File: src/rtl/led_seq_pkg.sv
// Shared definitions for the LED pattern sequencer: mode codes, arbiter
// state encoding, PIO register map and reset values.
package led_seq_pkg;

    localparam logic [1:0] MODE_ROTL  = 2'd0;
    localparam logic [1:0] MODE_BLINK = 2'd1;
    localparam logic [1:0] MODE_COUNT = 2'd2;
    localparam logic [1:0] MODE_HOLD  = 2'd3;

    typedef enum logic {
        ST_IDLE  = 1'b0,
        ST_WRITE = 1'b1
    } arb_state_t;

    localparam logic [1:0] PIO_DATA_ADDR = 2'd0;
    localparam logic [7:0] RESET_PATTERN = 8'h01;
    localparam logic [7:0] OVERRUN_MAX   = 8'hFF;

endpackage

File: src/rtl/led_seq_prescaler.sv
// Tick prescaler: one-cycle tick every tick_div+1 cycles while enabled,
// counter parked at zero while disabled.
module led_seq_prescaler #(
    parameter int DIV_W = 16
) (
    input  logic             clk,
    input  logic             reset_n,
    input  logic             enable,
    input  logic [DIV_W-1:0] tick_div,
    output logic             tick
);

    logic [DIV_W-1:0] cnt_q;
    logic [DIV_W-1:0] cnt_d;

    // >= rather than == so a tick_div lowered below the running count
    // restarts the period instead of wrapping through the full range.
    always_comb begin
        tick  = enable && (cnt_q >= tick_div);
        cnt_d = cnt_q;
        if (!enable) begin
            cnt_d = '0;
        end else if (tick) begin
            cnt_d = '0;
        end else begin
            cnt_d = cnt_q + DIV_W'(1);
        end
    end

    always_ff @(posedge clk or negedge reset_n) begin
        if (!reset_n) begin
            cnt_q <= '0;
        end else begin
            cnt_q <= cnt_d;
        end
    end

endmodule

File: src/rtl/led_seq_ctrl.sv
// LED pattern engine plus a two-requester round-robin arbiter that
// drives single-cycle writes into the PIO data register.
module led_seq_ctrl
    import led_seq_pkg::*;
#(
    parameter int DATA_W = 8,
    parameter int DIV_W  = 16
) (
    input  logic              clk,
    input  logic              reset_n,
    input  logic              enable,
    input  logic [1:0]        mode,
    input  logic [DIV_W-1:0]  tick_div,
    input  logic              host_req,
    input  logic [DATA_W-1:0] host_data,
    output logic              host_gnt,
    output logic [1:0]        pio_address,
    output logic              pio_chipselect,
    output logic              pio_write_n,
    output logic [DATA_W-1:0] pio_writedata,
    output logic [DATA_W-1:0] pattern,
    output logic [7:0]        overrun_cnt
);

    logic tick;

    led_seq_prescaler #(
        .DIV_W (DIV_W)
    ) u_prescaler (
        .clk      (clk),
        .reset_n  (reset_n),
        .enable   (enable),
        .tick_div (tick_div),
        .tick     (tick)
    );

    logic [DATA_W-1:0] pattern_q;
    logic [DATA_W-1:0] pattern_d;
    logic              pat_pend_q;
    logic              pat_pend_d;
    logic [7:0]        overrun_q;
    logic [7:0]        overrun_d;

    arb_state_t        state_q;
    logic              last_host_q;
    logic [DATA_W-1:0] wdata_q;
    logic              cs_q;
    logic              write_n_q;
    logic              gnt_q;

    logic advance;
    logic grant_host;
    logic grant_engine;

    // Round-robin: on a tie the requester that did not win last time goes.
    always_comb begin
        advance      = tick && (mode != MODE_HOLD);
        grant_host   = (state_q == ST_IDLE) && host_req &&
                       (!pat_pend_q || !last_host_q);
        grant_engine = (state_q == ST_IDLE) && pat_pend_q &&
                       (!host_req || last_host_q);
    end

    always_comb begin
        pattern_d = pattern_q;
        if (advance) begin
            case (mode)
                MODE_ROTL:  pattern_d = {pattern_q[DATA_W-2:0], pattern_q[DATA_W-1]};
                MODE_BLINK: pattern_d = ~pattern_q;
                MODE_COUNT: pattern_d = pattern_q + DATA_W'(1);
                default:    pattern_d = pattern_q;
            endcase
        end
    end

    // A tick that lands while an unserved pattern write is outstanding is
    // folded into it; a tick coinciding with the engine grant re-arms it.
    always_comb begin
        pat_pend_d = pat_pend_q;
        if (grant_engine) begin
            pat_pend_d = 1'b0;
        end
        if (advance) begin
            pat_pend_d = 1'b1;
        end

        overrun_d = overrun_q;
        if (advance && pat_pend_q && !grant_engine && (overrun_q != OVERRUN_MAX)) begin
            overrun_d = overrun_q + 8'd1;
        end
    end

    always_ff @(posedge clk or negedge reset_n) begin
        if (!reset_n) begin
            pattern_q  <= DATA_W'(RESET_PATTERN);
            pat_pend_q <= 1'b0;
            overrun_q  <= 8'd0;
        end else begin
            pattern_q  <= pattern_d;
            pat_pend_q <= pat_pend_d;
            overrun_q  <= overrun_d;
        end
    end

    // Arbiter FSM with registered PIO strobes; WRITE always lasts one cycle.
    always_ff @(posedge clk or negedge reset_n) begin
        if (!reset_n) begin
            state_q     <= ST_IDLE;
            last_host_q <= 1'b0;
            wdata_q     <= '0;
            cs_q        <= 1'b0;
            write_n_q   <= 1'b1;
            gnt_q       <= 1'b0;
        end else begin
            case (state_q)
                ST_IDLE: begin
                    if (grant_host || grant_engine) begin
                        state_q     <= ST_WRITE;
                        last_host_q <= grant_host;
                        wdata_q     <= grant_host ? host_data : pattern_q;
                        cs_q        <= 1'b1;
                        write_n_q   <= 1'b0;
                        gnt_q       <= grant_host;
                    end else begin
                        cs_q      <= 1'b0;
                        write_n_q <= 1'b1;
                        gnt_q     <= 1'b0;
                    end
                end
                ST_WRITE: begin
                    state_q   <= ST_IDLE;
                    cs_q      <= 1'b0;
                    write_n_q <= 1'b1;
                    gnt_q     <= 1'b0;
                end
                default: begin
                    state_q   <= ST_IDLE;
                    cs_q      <= 1'b0;
                    write_n_q <= 1'b1;
                    gnt_q     <= 1'b0;
                end
            endcase
        end
    end

    assign host_gnt       = gnt_q;
    assign pio_address    = PIO_DATA_ADDR;
    assign pio_chipselect = cs_q;
    assign pio_write_n    = write_n_q;
    assign pio_writedata  = wdata_q;
    assign pattern        = pattern_q;
    assign overrun_cnt    = overrun_q;

endmodule

File: config.mk
export PLATFORM = sky130hd
export DESIGN_NAME = led_seq_ctrl
export DESIGN_NICKNAME = d
export VERILOG_FILES = /design/src/rtl/led_seq_pkg.sv /design/src/rtl/led_seq_prescaler.sv /design/src/rtl/led_seq_ctrl.sv
export SDC_FILE = /design/constraint.sdc
export NUM_CORES = 1
export LEC_CHECK = 0
export ABC_AREA = 1
export CORE_MARGIN = 2
export CORE_UTILIZATION = 55
export CTS_CLUSTER_SIZE = 12
export DETAILED_ROUTE_END_ITERATION = 6
export GPL_TIMING_DRIVEN = 0
export PLACE_DENSITY = 0.85
export SETUP_SLACK_MARGIN = 0.3
export SLEW_MARGIN = 20
export SYNTH_ARGS = -nofsm -noshare
export SYNTH_HDL_FRONTEND = slang
export SYNTH_SLANG_ARGS = --single-unit
File: constraint.sdc
create_clock -name clk -period 2.84 [get_ports clk]
set_input_delay 0.426 -clock clk [delete_from_list [all_inputs] [get_ports clk]]
set_output_delay 0.426 -clock clk [all_outputs]
set_load 0.03 [all_outputs]
* Word level (Yosys, flattened, before mapping)
Cells that the tools add are included.
** Storage, ports and cells
- Bits of input ports :: 30
- Bits in registers :: 45
** Cells by class
- Order comparisons :: 1
- Bitwise gates (word level) :: 2
- Reduce and logical (&&, ||, !) cells :: 21
- Equal/unequal tests :: 4
- Add/subtract/negate cells :: 3
- Mux-type cells :: 12
** Operator list (number)
- two-way mux 16 bit :: 2
- case mux 8 bit (3 select lines) :: 1
- adder 16 x 1 -> 16 bit, second input constant :: 1
- adder 8 x 1 -> 8 bit, second input constant :: 2
- >= comparator 16 bit :: 1
- logical AND 1 bit :: 9
- two-way mux 8 bit :: 1
- inequality test 8 bit, second input constant :: 1
- NOT 8 bit :: 1
- case mux 1 bit (2 select lines) :: 3
- two-way mux 1 bit :: 5
- zero test 1 bit :: 4
- AND reduction 2 bit :: 2
- logical OR 1 bit :: 3
- nonzero test 3 bit :: 1
- == test 2 x 1 -> 1 bit, second input constant :: 1
- == test 2 bit, second input constant :: 1
- zero test 2 bit :: 1
- inequality test 2 bit, second input constant :: 1
- nonzero test 2 bit :: 1
- NOT 1 bit :: 1

* Longest topological paths before layout
- Depth after elaboration :: 6
- Mapped depth :: 14
- Depth with buffers taken out :: 14

* By module
From an unflattened synthesis, not the netlist that was laid out.
** Unflattened totals
- Cells, all modules :: 405
- Area, all modules :: 2985.4 µm²
** By module, submodules not included
- led_seq_ctrl :: area each 1652.8 µm², cells an instance 219, instances 1
- led_seq_prescaler :: area each 1332.5 µm², cells an instance 186, instances 1

* Worst setup path before layout
Ideal clock, no wire load.
- Path type :: input to register
- Start point :: input tick_div[11]
- End point :: register u_prescaler.cnt_q[15]
- Library setup time :: 0.077 ns
- Stages on the path :: 8
- Path slack :: 1.141 ns
- Arrival :: 1.622 ns
- Buffers on the path :: 1
- Cells stage by stage :: inv_1 > ha_1 > a21oi_1 > o21ai_1 > a21oi_2 > nand3_1 > buf_2 > a21oi_1
** On the way
- Word-level cells in the longest chain between the ends :: 4
** Ends and longest elaborated chain
- start: declaration :: line led_seq_ctrl.sv:13 : input logic [DIV_W-1:0] tick_div,
- >= comparator 16 bit :: line led_seq_prescaler.sv:19 : tick = enable && (cnt_q >= tick_div);
- logical AND 1 bit :: line led_seq_prescaler.sv:19
- two-way mux 16 bit :: line led_seq_prescaler.sv:23 : end else if (tick) begin
- two-way mux 16 bit :: line led_seq_prescaler.sv:21 : if (!enable) begin
- named net u_prescaler.cnt_d[15] :: line led_seq_prescaler.sv:14 : logic [DIV_W-1:0] cnt_d;
- end signal: assignment :: line led_seq_prescaler.sv:34 : cnt_q <= cnt_d;
- end: declaration :: line led_seq_prescaler.sv:13 : logic [DIV_W-1:0] cnt_q;
The timed path passes the listed nets, and every way through them passes these cells.
A chain may end at the register's enable or synchronous reset.

* Worst setup path in the final report
Same ends and word-level chain as after synthesis.

==> summary.txt <==
Worst setup path
  – Stages on the worst setup path: 9
  – Worst path slowest cell: clkdlybuf4s50_1
  – Worst path max stage delay: 0.46 ns
  – CP Capture Point: u_prescaler.cnt_q[15]
  – Most used cell, CP: a21oi_1
  – Register-to-Register Path Depth: 7
  – Kind of critical path: input pin to flop
  – Crit path from: tick_div[11]
  – CP Cell Sequence: clkdlybuf4s50_1 > inv_1 > ha_1 > a21oi_1 > o21ai_1 > a21oi_2 > nand3_1 > buf_2 > a21oi_1
  – Worst reg2reg path startpoint: u_prescaler.cnt_q[11]
  – Worst reg2reg setup slack: 0.86 ns
  – Critical Path RT: 3.08 ns
  – Critical path endpoint category: flop
  – Crit Path Max Fanout: 10
  – Crit path arrival time: 2.38 ns
  – Delay-heaviest family, CP: buffers and inverters
  – Buf/Inv on CP: 3
  – Startpoint Class: input pin
  – R2R Path End: u_prescaler.cnt_q[15]

Timing
  – Fmax: 467 MHz
  – Worst-Margin Slew: 0.630 ns
  – Final setup skew: 0.00834 ns
  – Final hold violation count: 0
  – Slew HR: 58.0%
  – Clock period minus worst slack: 2.14 ns
  – Setup TNS: 0 ns
  – Post-route setup slack: 0.698 ns
  – Tcrit/Tclk final: 75.4%
  – Count of final setup violators: 0
  – Slew Limit Fails: 0
  – RSZ-0062 raised after global routing: false

CTS
  – CTS tree: built
  – Hold Buf Count CTS: 0
  – Clk slew on worst S/H paths: 0.09 ns
  – CTS Root Cell: clkbuf_8
  – Clock Sinks: 45
  – Post-cts repair resize count: 0
  – H-tree levels: 2
  – Clock Tree Buf Depth: 2
  – Setup Buffers After CTS: 0
  – TritonCTS Buffers: 5
  – Worst skew pair latency: 0.31 ns

Logic synthesis
  – Seq/Total Area, Yosys: 39.5%
  – Synth Area per Inst: 7.86 sq um
  – Synth Instances: 363
  – Dominant synthesized flop cell: dfrtp_1
  – Synth area leader: dfrtp_1
  – Top post-synthesis cells by area: dfrtp_1 (38%), nand2_1 (10%), ha_1 (9.6%)
  – Synth unique cells: 40
  – Synthesized area: 0.00285 sq mm
  – #FFs+latches synth: 45
  – Top cell type's share of synthesized area: 37.7%
  – Number of synthesized flops with an enable pin: 0
  – Ys Warns: 0
  – Async set or reset register ratio after synthesis: 100%

Finish
  – Fill count: 404
  – Core Util, Final: 72.4%
  – Number of diodes: 0
  – Share of layout cells above drive strength 1: 8.86%
  – Final nets: 480
  – Register area: 0.00113 sq mm
  – Layout area overhead: 27.8%
  – Multi-input logic area: 0.00148 sq mm

Floorplan
  – Top-Level Pins: 59
  – Row Count: 26
  – Initial Util: 56.6%
  – CORE AREA: 0.00504 sq mm
  – Die ar.: 0.00578 sq mm
  – DIE HEIGHT: 76.0 um
  – Die Span X: 76.0 um

Routing
  – Final ANT Viol Nets: 0
  – Via-per-instance ratio: 5.15
  – First-pass DRT Iterations: 4
  – Final WL: 6.26 mm
  – Initial DRC count: 123
  – Routed WL per cell: 12.5 um
  – Post-route DRC violation count: 0
  – Via count: 2572

GRT
  – First-pass GRT wire length: 10.7 mm
  – Vias in the first global route: 2439
  – Grt ovf: 0
  – Initial antenna violation count: 0
  – Pin count of the biggest net entering global routing: 27
  – Gr usage total: 22.7%

Pwr
  – Cell-internal power: 1.11 mW
  – Sequential share of power: 45.5%
  – Switching pwr: 0.454 mW
  – Power density cells: 429 mW/mm^2
  – Worst VDD drop: 0.391 mV
  – Overall power: 1.57 mW
  – Clock network power share: 32.9%
  – P_leak: 1.74 nW
  – Comb pwr share: 21.6%
  – Switching Fraction: 29.0%

Placement
  – Post-DP HPWL: 4.78 mm
  – PortBufs: 56
  – GPL Wtd Cong: 0.828
  – Setup WS pre-CTS: 0.377 ns

Run
  – Max Cap Viol: 0

Worst hold path
  – Worst min-delay path category: input pin to async pin

Status
  – Status: finished, final reports clean
[per-layer routing]
metal | wire length (um) | track usage (%) | up-vias
li1 | - | - | 1315
met1 | 2760 | 29.1 | 1183
met2 | 3070 | 38.6 | 63
met3 | 336 | 5.21 | 11
met4 | 97 | 6.73 | 0
met5 | 0 | 0 | -
[cells in the final DEF, fill, tap and decap left out, types with 3 or more instances in the layout]
cell type        instances
o21ai_0                 10
nor2_1                  36
nand3_1                 15
xor2_1                   9
nor2_2                   5
clkdlybuf4s50_1         55
clkbuf_8                 6
nand2_2                  3
o22ai_1                  4
dfrtp_1                 43
a21oi_1                 11
xnor2_1                  5
inv_1                   49
inv_2                    5
ha_1                    22
o31ai_1                  8
o21ai_1                  8
nor3_1                  13
nand2_1                 77
nand4_1                 12
[registers in the layout, summed over array words and instances, names as in the netlist]
signal	cells
pio_writedata	8
pattern	8
u_prescaler.cnt_q	16
last_host_q	1
pat_pend_q	1
pio_chipselect	1
overrun_cnt	8
pio_write_n	1
host_gnt	1
[worst reg2reg max path: stages (launching register included)]
cell and delay [ns]:
dfrtp_1 0.44, ha_1 0.34, a21oi_1 0.14, o21ai_1 0.10, a21oi_2 0.27, nand3_1 0.24
buf_2 0.26, a21oi_1 0.13
[worst min path at each step]
stage,start,end,slack (ns),cells past startpoint
floorplan,reset_n,host_gnt,0.13,0
global placement,pio_writedata[0],pio_writedata[0],0.47,2
detailed placement,pio_writedata[2],pio_writedata[2],0.47,2
CTS,reset_n,u_prescaler.cnt_q[4],0.15,1
global route,reset_n,u_prescaler.cnt_q[2],0.16,1
finish,reset_n,u_prescaler.cnt_q[4],0.12,1
[area by class of cell]
cell class / count / area share [%]
multi-input cells: 256 / 40.4
flip-flops and latches: 45 / 30.9
repair buffers: 57 / 16.0
inverters: 55 / 5.66
well taps: 70 / 2.40
clock buffers: 6 / 2.26
plain buffers: 8 / 1.30
clock inverters: 2 / 1.03
[logic make-up (layout without fill, tap and decap cells)]
group | Yosys count | after routing | share of synthesized area, %
and+or+nand+nor | 168 | 168 | 26.4
buffers and inverters | 63 | 128 | 8.90
AOI/OAI and AO/OA | 48 | 48 | 10.3
DFF | 45 | 45 | 39.5
adders and majority gates | 22 | 22 | 9.64
xor gates and xnor gates | 14 | 14 | 4.30
muxes | 2 | 2 | 0.701
other | 1 | 2 | 0.131
[stage by stage]
stage          hold WS, ns  std cells  cell area [sq um]
2_1_floorplan        0.130        364               2860
3_3_place_gp         0.465        490               3510
3_5_place_dp         0.468        491               3530
4_1_cts              0.146        499               3650
5_1_grt              0.162        499               3650
6_report             0.125        499               3650
[power groups by stage]
stage / combinational (mW) / clock (mW) / sequential, mW
after global placement: 0.328 / 0 / 0.722
after floorplan: 0.124 / 0 / 0.781
after CTS: 0.341 / 0.520 / 0.711
after global routing: 0.371 / 0.553 / 0.716
final: 0.338 / 0.515 / 0.712
after detailed placement: 0.340 / 0 / 0.723
[cells in the mapped netlist (all sizes together) (2+ instances only)]
library cell / number
xnor2: 5
ha: 22
nor2: 42
nand3: 16
a21oi: 14
nand4: 13
mux2i: 2
buf: 5
xor2: 9
dfstp: 2
nor3: 14
dfrtp: 43
nor3b: 2
nand2: 80
clkbuf: 3
o21ai: 19
o31ai: 8
o22ai: 4
inv: 54
Power figures use the tool's default switching activity.
